<file path="src/rtl/pixel_stream_reader.sv">
// ============================================================================
// pixel_stream_reader: fetches packed pixel words from result memory and
// streams them one pixel per cycle to the GPIO output stage.  Rev 1.0
// ============================================================================
`default_nettype none

module pixel_stream_reader #(
  parameter int IMG_PIXELS  = 160000,
  parameter int LANES       = 4,
  parameter int ADDR_W      = 16,
  parameter int MEM_LATENCY = 2,
  parameter int FIFO_DEPTH  = 4
) (
  input  logic                 clk,
  input  logic                 rst,
  input  logic                 start,
  input  logic                 hold,
  output logic                 mem_rd_en,
  output logic [ADDR_W-1:0]    mem_addr,
  input  logic [8*LANES-1:0]   mem_rdata,
  output logic [7:0]           pixel_out,
  output logic                 pixel_valid,
  output logic                 busy,
  output logic                 done
);

  localparam int NWORDS = IMG_PIXELS / LANES;
  localparam int LANE_W = (LANES > 1) ? $clog2(LANES) : 1;
  localparam int PTR_W  = (FIFO_DEPTH > 1) ? $clog2(FIFO_DEPTH) : 1;
  localparam int CNT_W  = $clog2(FIFO_DEPTH + 1);
  localparam int OUT_W  = $clog2(FIFO_DEPTH + MEM_LATENCY + 2);
  localparam int PIX_W  = $clog2(IMG_PIXELS + 1);

  localparam logic [ADDR_W-1:0] LAST_ADDR = ADDR_W'(NWORDS - 1);
  localparam logic [PIX_W-1:0]  PIX_TOTAL = PIX_W'(IMG_PIXELS);
  localparam logic [LANE_W-1:0] LAST_LANE = LANE_W'(LANES - 1);
  localparam logic [PTR_W-1:0]  LAST_PTR  = PTR_W'(FIFO_DEPTH - 1);

  typedef enum logic [1:0] {S_IDLE, S_RUN, S_DRAIN, S_DONE} state_t;

  state_t               state, state_next;
  logic [ADDR_W-1:0]    word_cnt;
  logic [MEM_LATENCY-1:0] track;
  logic [8*LANES-1:0]   fifo_mem [FIFO_DEPTH];
  logic [PTR_W-1:0]     wr_ptr, rd_ptr;
  logic [CNT_W-1:0]     fifo_cnt;
  logic [LANE_W-1:0]    lane;
  logic [PIX_W-1:0]     pix_cnt;

  logic                 issue, push, pop, emit, credit_ok;
  logic [ADDR_W-1:0]    issue_addr;
  logic [OUT_W-1:0]     outstanding;
  logic [7:0]           head_lanes [LANES];

  // Credits cover buffered words, words in the memory pipe, and the request
  // currently on the bus, so the FIFO can never be overrun.
  always_comb begin
    outstanding = OUT_W'(fifo_cnt) + OUT_W'(mem_rd_en);
    for (int i = 0; i < MEM_LATENCY; i++) begin
      outstanding = outstanding + OUT_W'(track[i]);
    end
  end

  always_comb begin
    for (int i = 0; i < LANES; i++) begin
      head_lanes[i] = fifo_mem[rd_ptr][8*i +: 8];
    end
  end

  assign credit_ok = (outstanding < OUT_W'(FIFO_DEPTH));
  assign push      = track[MEM_LATENCY-1];
  assign emit      = !hold && (fifo_cnt != '0);
  assign pop       = emit && (lane == LAST_LANE);

  always_comb begin
    state_next = state;
    issue      = 1'b0;
    issue_addr = (state == S_IDLE) ? '0 : word_cnt;
    unique case (state)
      S_IDLE: begin
        if (start) begin
          issue      = 1'b1;
          state_next = (LAST_ADDR == '0) ? S_DRAIN : S_RUN;
        end
      end
      S_RUN: begin
        if (credit_ok) begin
          issue = 1'b1;
          if (word_cnt == LAST_ADDR) state_next = S_DRAIN;
        end
      end
      S_DRAIN: begin
        if (pix_cnt == PIX_TOTAL) state_next = S_DONE;
      end
      S_DONE: state_next = S_IDLE;
      default: state_next = S_IDLE;
    endcase
  end

  always_ff @(posedge clk) begin
    if (push) fifo_mem[wr_ptr] <= mem_rdata;
  end

  always_ff @(posedge clk) begin
    if (rst) begin
      state       <= S_IDLE;
      word_cnt    <= '0;
      track       <= '0;
      wr_ptr      <= '0;
      rd_ptr      <= '0;
      fifo_cnt    <= '0;
      lane        <= '0;
      pix_cnt     <= '0;
      mem_rd_en   <= 1'b0;
      mem_addr    <= '0;
      pixel_out   <= '0;
      pixel_valid <= 1'b0;
      busy        <= 1'b0;
      done        <= 1'b0;
    end else begin
      state     <= state_next;
      busy      <= (state_next == S_RUN) || (state_next == S_DRAIN);
      done      <= (state_next == S_DONE);
      mem_rd_en <= issue;
      if (issue) begin
        mem_addr <= issue_addr;
        word_cnt <= issue_addr + ADDR_W'(1);
      end

      track[0] <= mem_rd_en;
      for (int i = 1; i < MEM_LATENCY; i++) begin
        track[i] <= track[i-1];
      end

      if (push) wr_ptr <= (wr_ptr == LAST_PTR) ? '0 : wr_ptr + PTR_W'(1);
      if (pop)  rd_ptr <= (rd_ptr == LAST_PTR) ? '0 : rd_ptr + PTR_W'(1);
      fifo_cnt <= fifo_cnt + CNT_W'(push) - CNT_W'(pop);

      pixel_valid <= emit;
      if (emit) begin
        pixel_out <= head_lanes[lane];
        lane      <= pop ? '0 : lane + LANE_W'(1);
      end

      if ((state == S_IDLE) && start) pix_cnt <= '0;
      else if (emit)                  pix_cnt <= pix_cnt + PIX_W'(1);
    end
  end

endmodule

`default_nettype wire
</file>
<file path="config.mk">
export PLATFORM = sky130hd
export DESIGN_NAME = pixel_stream_reader
export DESIGN_NICKNAME = d
export VERILOG_FILES = /design/src/rtl/pixel_stream_reader.sv
export SDC_FILE = /design/constraint.sdc
export NUM_CORES = 1
export LEC_CHECK = 0
export CAP_MARGIN = 20
export CORE_MARGIN = 8
export CORE_UTILIZATION = 58
export CTS_CLUSTER_SIZE = 8
export DETAILED_ROUTE_END_ITERATION = 6
export PLACE_DENSITY = 0.78
export SLEW_MARGIN = 20
export SYNTH_ARGS = -nofsm -noshare
export SYNTH_HDL_FRONTEND = slang
export SYNTH_SLANG_ARGS = --single-unit
</file>
<file path="constraint.sdc">
create_clock -name clk -period 3.6 [get_ports clk]
set_input_delay 0.72 -clock clk [delete_from_list [all_inputs] [get_ports clk]]
set_output_delay 0.72 -clock clk [all_outputs]
set_load 0.01 [all_outputs]
</file>
==> qor.yml <==
pwr:
  p_int_w: 0.00407
  clockPowerShare_pct: 46.8
  switchingPower_w: 0.00103
  pwr_density_cell_nw_per_um2: 509
  power.leakage_nw: 3.23
  netSwitchingFraction_pct: 20.1
  vdd_drop_max_v: 0.000399
  combPwrFrac_pct: 3.5
  pwr-share-seq_pct: 49.7
critical_path:
  path_class: "flip-flop to flip-flop"
  cp_max_fo: 5
  start_kind: "flip-flop"
  crit_required_ps: 3990
  cpPeakStageDelay_ps: 470
  crit_chain: "fa_1 > ha_1 > a311o_1 > a311oi_1 > and4_1 > a21bo_1 > ha_1 > nor2b_1"
  critPathSlowestCell: "a311oi_1"
  worstSetupEndpointType: "flip-flop"
  crit_top_cell: "ha_1"
  cp.arrival_ps: 3270
logic_synthesis:
  ys_seq_elements: 205
  syn_area_um2: 8410
  syn_area_per_cell_um2: 14.0
  seq_area_frac_synth_pct: 64.0
  synth_flop_cell: "edfxtp_1"
  synthDistinctLibCells: 60
  synth_compound_area_share_pct: 6.65
  synth_mux_area_share_pct: 11.6
  synth_xor_area_share_pct: 0.937
  synth_top_family_by_area: "simple AND/OR/NAND/NOR gates"
  synth-simple-area-share_pct: 12.0
  synth_nets: 653
  synth_edf_count: 128
  yosys_warnings: 0
  async_reset_ff_share_pct: 0
  synthAdderAreaFrac_pct: 2.41
  syn_inst: 602
cts:
  clk_latency_ps: 520
  clk_pin_slew_ps: 50
  clock_path_buffers: 3
  postCtsHoldBufs: 0
  cts-htree-levels: 1
  ctsResizeCount: 0
  clockRootBuffer: "clkbuf_16"
  cts.sinks: 205
  cts_tree: "done"
  postCtsSetupBuffers: 0
  numCtsBuffers: 29
drt:
  first_iter_violations: 326
  wl_per_cell_um: 20.1
  drt-vias-per-instance: 6.09
  drcViolationCount: 0
  antenna_left: 0
  firstDrtPassIters: 7
  vias: 5337
  routed_wl_um: 17600
grt:
  use_met1_pct: 22.8
  grt_busiest_layer: "met2"
  antenna_found_initial: 0
  use_met3_pct: 4.14
  grt_usage_pct: 19.4
  groute.layer.met2.usage_pct: 34.7
  grt_max_degree: 33
  grt_pass1_wl_um: 28400
  grt_overflow: 0
  grt_pass1_vias: 5418
sta:
  tightest_slew_ps: 932
  setup-tns-final_ps: 0
  final-hold-violation-count: 0
  max_freq_ghz: 0.347
  rsz0062_at_grt: "false"
  timing.slew.headroom_pct: 37.3
  period_share_pct: 80.0
  period_needed_ps: 2880
  finClkSkew_ps: 9.11
  slew_violations: 0
  finalSetupViolations: 0
floorplanning:
  fp.dieW_um: 136
  io_pins: 64
  rows: 44
  coreArea_um2: 14400
  die_height_um: 136
  start_util_pct: 58.6
  design.die.area_um2: 18600
run:
  maxCapViolCount: 0
placed_design:
  io_buffers: 63
  dp_hpwl_um: 11000
  gp_congestion: 0.803
  place_area_um2: 9220
run_status:
  outcome: "finished clean"
final_layout:
  drive_gt1_share_pct: 12.6
  nets: 726
  fill_cells: 939
  syn_to_final_growth_pct: 19.0
  final_area_um2: 10000
  antenna_cells: 0
  multiInputGateArea_um2: 2830
  seq_area_um2: 5390
worst_hold_path:
  min_path_type: "flip-flop to flip-flop"
[layout make-up]
| class | count | share of cell area [%] |
|---|---|---|
| Clock buffer | 47 | 7.92 |
| Multi-Input combinational cell | 351 | 28.3 |
| Sequential cell | 205 | 53.8 |
| Inverter | 12 | 0.450 |
| Clock inverter | 1 | 0.0500 |
| Timing Repair Buffer | 76 | 7.22 |
| Tap cell | 184 | 2.30 |
[metal layers]
| metal | vias up | part of all wire [%] |
|---|---|---|
| li1 | 2478 | - |
| met1 | 2652 | 40 |
| met2 | 168 | 52 |
| met3 | 39 | 6.4 |
| met4 | 0 | 2.0 |
| met5 | - | 0 |
[cells by family after synthesis]
family                   count (synthesis)
buffers and inverters                   46
adder cells (fa/ha/maj)                 15
AND/OR/NAND/NOR                        186
AO/OA/AOI/OAI                           84
flip-flops                             205
XOR/XNOR                                 9
multiplexers                            57
[registers in the layout (all words and copies together), names as in the netlist, 3 cells and up, named ones only]
name and flops:
mem_addr 16, pix_cnt 18, pixel_out 8, fifo_cnt 3
fifo_mem 128, word_cnt 16
[cell usage after synthesis (3+ instances only)]
| library cell | count | share of area, % |
|---|---|---|
| nand2_1 | 44 | 2.0 |
| mux2_2 | 4 | 0.54 |
| nor4_1 | 6 | 0.45 |
| inv_1 | 12 | 0.54 |
| ha_1 | 13 | 1.9 |
| mux4_2 | 32 | 8.6 |
| nor3b_1 | 6 | 0.54 |
| nand3b_1 | 9 | 0.80 |
| mux2i_1 | 20 | 2.4 |
| or4_1 | 8 | 0.71 |
| o21ai_0 | 9 | 0.54 |
| nor2_1 | 25 | 1.1 |
| a311oi_1 | 4 | 0.42 |
| and2_1 | 4 | 0.30 |
| o221ai_1 | 8 | 0.83 |
| nand4b_1 | 3 | 0.31 |
| and3_1 | 3 | 0.22 |
| a21oi_1 | 40 | 2.4 |
| nor2b_1 | 8 | 0.59 |
| or3_1 | 10 | 0.74 |
| edfxtp_1 | 128 | 46 |
| buf_4 | 3 | 0.27 |
| xor2_1 | 3 | 0.31 |
| nand4_1 | 11 | 0.82 |
| nor3_1 | 5 | 0.30 |
| dfxtp_1 | 77 | 18 |
| clkbuf_1 | 25 | 1.1 |
| nand2b_1 | 5 | 0.37 |
| buf_2 | 4 | 0.24 |
| o31ai_1 | 3 | 0.27 |
| nand3_1 | 29 | 1.7 |
| a41o_1 | 3 | 0.36 |
| xnor2_1 | 6 | 0.62 |
[worst paths after layout]
| check | from | to | slack [ps] | cells past startpoint |
|---|---|---|---|---|
| setup reg to reg | mem_rd_en | busy | 720 | 8 |
| setup / recovery | mem_rd_en | busy | 720 | 8 |
| hold reg to reg | mem_addr[8] | mem_addr[8] | 470 | 2 |
| hold / removal | mem_addr[8] | mem_addr[8] | 470 | 2 |
[stage by stage]
stage	setup WS, ps	power (W)	util [%]	hold slack (ps)	instances
after floorplan	908	0.00267	-	446	602
after CTS	717	0.00515	69.7	467	876
after global routing	519	0.00527	69.7	478	876
final	721	0.00510	69.7	465	876
after detailed placement	545	0.00276	64.1	460	828
after global placement	695	0.00275	64.1	453	828
[worst max-delay path: cells and delay by family (launching register included)]
kind / cells / cell delay (ps)
adders and majority gates: 3 / 940
and+or+nand+nor: 2 / 490
DFF: 1 / 330
AOI/OAI and AO/OA: 3 / 990
[power by group through the flow]
stage / clock network (W) / logic [W] / registers (W)
global route: 0.00254 / 0.000196 / 0.00253
global placement: 0 / 0.000173 / 0.00258
finish: 0.00239 / 0.000181 / 0.00253
detailed placement: 0 / 0.000180 / 0.00258
floorplan: 0 / 0.0000911 / 0.00258
CTS: 0.00243 / 0.000181 / 0.00253
[cells in the final DEF, fill, tap and decap left out, types with 5 or more instances in the layout]
| cell type | count |
|---|---|
| edfxtp_1 | 128 |
| dfxtp_1 | 75 |
| clkdlybuf4s50_1 | 62 |
| nand2_1 | 44 |
| a21oi_1 | 40 |
| mux4_2 | 32 |
| nand3_1 | 29 |
| clkbuf_16 | 29 |
| nor2_1 | 25 |
| mux2i_1 | 20 |
| clkbuf_1 | 18 |
| ha_1 | 13 |
| buf_4 | 13 |
| inv_1 | 12 |
| nand4_1 | 11 |
| or3_1 | 10 |
| o21ai_0 | 9 |
| nand3b_1 | 9 |
| nor2b_1 | 8 |
| or4_1 | 8 |
| o221ai_1 | 8 |
| nor3b_1 | 6 |
| nor4_1 | 6 |
| xnor2_1 | 6 |
| nor3_1 | 5 |
| nand2b_1 | 5 |
Power figures use the tool's default switching activity.
